**src/rtl/rr_dec_arbiter.sv**
```systemverilog
// ---------------------------------------------------------------------------
// rr_dec_arbiter
//
// Round-robin arbiter that hands one shared 3-to-8 decoder slot to one of
// eight requesters at a time. A grant lasts until the owner drops its request
// or until it has held the slot for HOLD_MAX cycles. Each grant is followed
// by a single dead cycle (GAP) with the decoder disabled. This keeps the
// decoder outputs of two different requesters from ever overlapping.
//
// Parameters
//   HOLD_MAX  maximum consecutive cycles a requester may hold a grant (1..15)
//
// Ports
//   clka      in   1  single clock, all state changes on its rising edge
//   rst       in   1  asynchronous active-high reset
//   req       in   8  request lines, req[i] high = requester i wants the slot
//   E         out  1  decoder enable, high only while a grant is active
//   In        out  3  decoder select, index of the granted requester
//   gnt       out  8  registered one-hot grant, (1 << In) when E=1, else 0
//   state     out  2  FSM state: 00 IDLE, 01 GRANT, 10 GAP
//   hold_cnt  out  4  cycles elapsed in the current grant
// ---------------------------------------------------------------------------
module rr_dec_arbiter #(
    parameter int HOLD_MAX = 4
) (
    input  logic       clka,
    input  logic       rst,
    input  logic [7:0] req,
    output logic       E,
    output logic [2:0] In,
    output logic [7:0] gnt,
    output logic [1:0] state,
    output logic [3:0] hold_cnt
);

    localparam logic [1:0] IDLE  = 2'b00;
    localparam logic [1:0] GRANT = 2'b01;
    localparam logic [1:0] GAP   = 2'b10;

    // Last hold_cnt value a grant may show before it is forcibly released.
    localparam logic [3:0] HOLD_LAST = 4'(HOLD_MAX - 1);

    // Index of the most recently granted requester; reset to 7 so that
    // requester 0 is the first one looked at after reset.
    logic [2:0] ptr;

    logic       pick_valid;
    logic [2:0] pick_idx;
    logic [2:0] cand;

    logic [1:0] next_state;
    logic       next_e;
    logic [2:0] next_in;
    logic [7:0] next_gnt;
    logic [3:0] next_hold;
    logic [2:0] next_ptr;

    // Round-robin search starting just after ptr. The loop walks from the
    // farthest candidate (ptr itself) towards the nearest (ptr+1), so the
    // last hit written is the closest one in rotation order.
    always_comb begin
        pick_valid = 1'b0;
        pick_idx   = ptr;
        cand       = ptr;
        for (int k = 8; k >= 1; k--) begin
            cand = ptr + 3'(k);
            if (req[cand]) begin
                pick_valid = 1'b1;
                pick_idx   = cand;
            end
        end
    end

    // Next-state and next-output logic. Every output is taken straight from
    // a flop, so nothing on req reaches E, In or gnt without a clock edge.
    always_comb begin
        next_state = state;
        next_e     = E;
        next_in    = In;
        next_gnt   = gnt;
        next_hold  = hold_cnt;
        next_ptr   = ptr;

        case (state)
            IDLE, GAP: begin
                if (pick_valid) begin
                    next_state = GRANT;
                    next_e     = 1'b1;
                    next_in    = pick_idx;
                    next_gnt   = 8'd1 << pick_idx;
                    next_hold  = 4'd0;
                    next_ptr   = pick_idx;
                end else begin
                    // Nobody asking: park in IDLE, keep In and ptr so the
                    // rotation resumes where it left off.
                    next_state = IDLE;
                    next_e     = 1'b0;
                    next_gnt   = 8'h00;
                    next_hold  = 4'd0;
                end
            end

            GRANT: begin
                if (!req[In] || (hold_cnt == HOLD_LAST)) begin
                    // Release into a one-cycle gap with the decoder off.
                    next_state = GAP;
                    next_e     = 1'b0;
                    next_gnt   = 8'h00;
                    next_hold  = 4'd0;
                end else begin
                    next_hold  = hold_cnt + 4'd1;
                end
            end

            default: begin
                // Unused encoding 2'b11 falls back to a clean IDLE.
                next_state = IDLE;
                next_e     = 1'b0;
                next_gnt   = 8'h00;
                next_hold  = 4'd0;
            end
        endcase
    end

    // State and output registers. Reset aborts any grant immediately and
    // leaves ptr at 7 so the first arbitration favours requester 0.
    always_ff @(posedge clka or posedge rst) begin
        if (rst) begin
            state    <= IDLE;
            E        <= 1'b0;
            In       <= 3'b000;
            gnt      <= 8'h00;
            hold_cnt <= 4'd0;
            ptr      <= 3'b111;
        end else begin
            state    <= next_state;
            E        <= next_e;
            In       <= next_in;
            gnt      <= next_gnt;
            hold_cnt <= next_hold;
            ptr      <= next_ptr;
        end
    end

endmodule

```
**config.mk**
```make
export PLATFORM = sky130hd
export DESIGN_NAME = rr_dec_arbiter
export DESIGN_NICKNAME = d
export VERILOG_FILES = /design/src/rtl/rr_dec_arbiter.sv
export SDC_FILE = /design/constraint.sdc
export NUM_CORES = 1
export LEC_CHECK = 0
export BUFFER_PORTS_ARGS = -buffer_cell sky130_fd_sc_hd__buf_2
export CAP_MARGIN = 30
export CORE_MARGIN = 10
export CORE_UTILIZATION = 58
export CTS_CLUSTER_SIZE = 40
export DETAILED_ROUTE_END_ITERATION = 16
export PLACE_DENSITY = 0.81
export SLEW_MARGIN = 10
export SYNTH_ARGS = -nofsm -noshare
export SYNTH_HDL_FRONTEND = slang
export SYNTH_SLANG_ARGS = --single-unit
```
**constraint.sdc**
```tcl
create_clock -name clka -period 4.3 [get_ports clka]
set_clock_uncertainty 0.1 [all_clocks]
set_input_delay 0.43 -clock clka [delete_from_list [all_inputs] [get_ports clka]]
set_output_delay 0.43 -clock clka [all_outputs]
set_load 0.05 [all_outputs]
```
==> metrics <==
status complete, no violations; synth warn 0; CTS tree done; WP data required 4.41 ns; crit end category flop; CTS-repair resized insts 0; r2r setup slk 0.67 ns; vias in the first global route 1810; via/cell ratio 7.11; first-pass GRT wire length 8770 um; row count 20; Synth Cell Area 1950 um^2; met2 WL 2610 um; die area 6080 um^2; CP Max Fanout 11; Max Transition Viols Final 0; # IOs 28; synth top area cells dfrtp_1 (22%), mux4_2 (18%), mux2i_1 (5.7%), a32o_1 (4.1%), dfstp_2 (4.0%); core footprint 3130 um^2; register bit total from synthesis 20; CP max-delay cell dfstp_2; synth unique cells 64; post-DP HPWL 3800 um; drt initial violations 300; ANT nets after route 0; Startpoint Class flop; RSZ-0062 raised after global routing no; max_cap viols 0; Slowest Stage Delay on Critical Path 0.70 ns; Hold-fix buffers, CTS 0; CTS Buf Count 3; Worst-path clk slew 0.11 ns; Yosys top cell area share 21.8%; post-synthesis sequential area ratio 25.9%; utilization after layout 68.6%; Tightest Pin Transition 0.747 ns; final wirelength 5240 um; GP Congestion 0.942; post-CTS setup buffers 0; routed vias 1736; slew margin rel. 49.4%; Post-synth ARST share 100%; FILL cells 248; Root Driver clkbuf_4; Post-synth EDFFs 0; most used flip-flop cell after synthesis dfrtp_1; hold crit path type input pin to async pin; All-Layer GR Usage 17.2%; Total Nets Final 214; initial antenna violation count 0; most common cell in the netlist dfrtp_1; crit path time final 3.63 ns; IO Port Bufs 27; grt ovf 0; clk_lat worst skew 0.31 ns; post-synth net total 194; Final setup violation count 0; # H-tree levels 1; Final Cycle Share 84.3%; Initial DRT Pass Iterations 4; Synth Area per Inst 10.8 um^2; met3 WL 413 um; Synth area leader dfrtp_1; die width 78.0 um; die height 78.0 um; largest net degree at the start of global routing 21; Area Growth Syn to Fin 10.1%; Initial Util 62.3%; CP Cell Sequence inv_1 > ha_1 > mux4_2 > mux2i_2 > inv_2 > or4_1 > o2111ai_2 > nor2_2 > a32o_1; Max Clock Freq 276 MHz; WL per Instance 21.5 um; Cells after Synth 181; drc violations 0; final hold viol count 0; Worst EP arrival 3.73 ns; Ant. Diodes 0; crit path kind flop to flop; top layer in use met4; clk buf depth 2; setup TNS 0 ns; Sink Count 20; Post-synth top cells dfrtp_1 (17), mux4_2 (16), mux2i_1 (11); WL met1 2120 um; share of cells above drive strength 1 36.5%
==> cells by family (layout without fill, tap and decap cells) <==
| group | after synthesis | after routing | share of synthesized area (%) |
|---|---|---|---|
| XOR/XNOR | 5 | 5 | 2.25 |
| multiplexers | 35 | 35 | 30.1 |
| adder cells (fa/ha/maj) | 3 | 3 | 1.93 |
| buffers and inverters | 27 | 46 | 6.23 |
| AO/OA/AOI/OAI | 53 | 53 | 22.5 |
| flip-flops | 20 | 20 | 25.9 |
| AND/OR/NAND/NOR | 38 | 38 | 11.0 |
==> critical path: cells and delay by family, from the launching register on <==
kind	cells	cell delay, ns
mux	2	0.95
flops	1	0.70
simple gates	2	0.68
fa+ha+maj	1	0.46
compound gates	2	0.44
buf+inv	2	0.20
==> routing by layer <==
metal | vias up | global-route usage (%)
met5 | - | 0
met4 | 0 | 6.99
met3 | 14 | 3.46
met2 | 98 | 28.0
met1 | 867 | 21.8
li1 | 757 | -
==> sequential cells by signal, summed over array words and instances, names as in the netlist <==
name      count
hold_cnt      4
state         2
In            3
ptr           3
gnt           8
==> final cells by class <==
| class | instances | area (um^2) | area share [%] |
|---|---|---|---|
| clock buffers | 3 | 22.5 | 1.05 |
| clock inverters | 1 | 30.0 | 1.40 |
| inverters | 10 | 37.5 | 1.75 |
| multi-input cells | 134 | 1320 | 61.7 |
| flip-flops and latches | 20 | 504 | 23.5 |
| well taps | 44 | 55.1 | 2.57 |
| repair buffers | 32 | 173 | 8.05 |
==> final timing paths <==
| check | start | to | cells past startpoint |
|---|---|---|---|
| min | rst | In[1]$_DFFE_PP0P_ | 2 |
| max in group asynchronous | rst | state[1]$_DFFE_PP0P_ | 2 |
| max | ptr[0]$_DFFE_PP1P_ | gnt[3]$_DFFE_PP0P_ | 9 |
| min reg2reg | gnt[1]$_DFFE_PP0P_ | gnt[1]$_DFFE_PP0P_ | 1 |
| max reg2reg | ptr[0]$_DFFE_PP1P_ | gnt[3]$_DFFE_PP0P_ | 9 |
| min in group clka | gnt[1]$_DFFE_PP0P_ | gnt[1]$_DFFE_PP0P_ | 1 |
==> through the flow <==
stage	hold slack (ns)	std cells	worst slack [ns]	cell area, um^2
after floorplan	0.292	181	0.496	1950
after global placement	0.370	240	0.844	2090
after detailed placement	0.376	240	0.738	2090
after CTS	0.138	244	0.718	2140
after global routing	0.164	244	0.476	2140
final	0.131	244	0.674	2140
==> layout by cell type, fill, tap and decap left out, drive strengths merged, types with 3 or more instances in the layout <==
cell type,n
a211oi,3
xnor2,3
ha,3
nand3,4
clkbuf,3
a21oi,8
and2,6
mux2,4
mux2i,14
a32o,8
nor2,9
mux4,17
buf,32
dfstp,3
inv,10
dfrtp,17
nand2,5
o211ai,5
o21ai,3
Power is not shown: default switching activity piles up to over one toggle a cycle in this logic, so the estimate is an artifact.
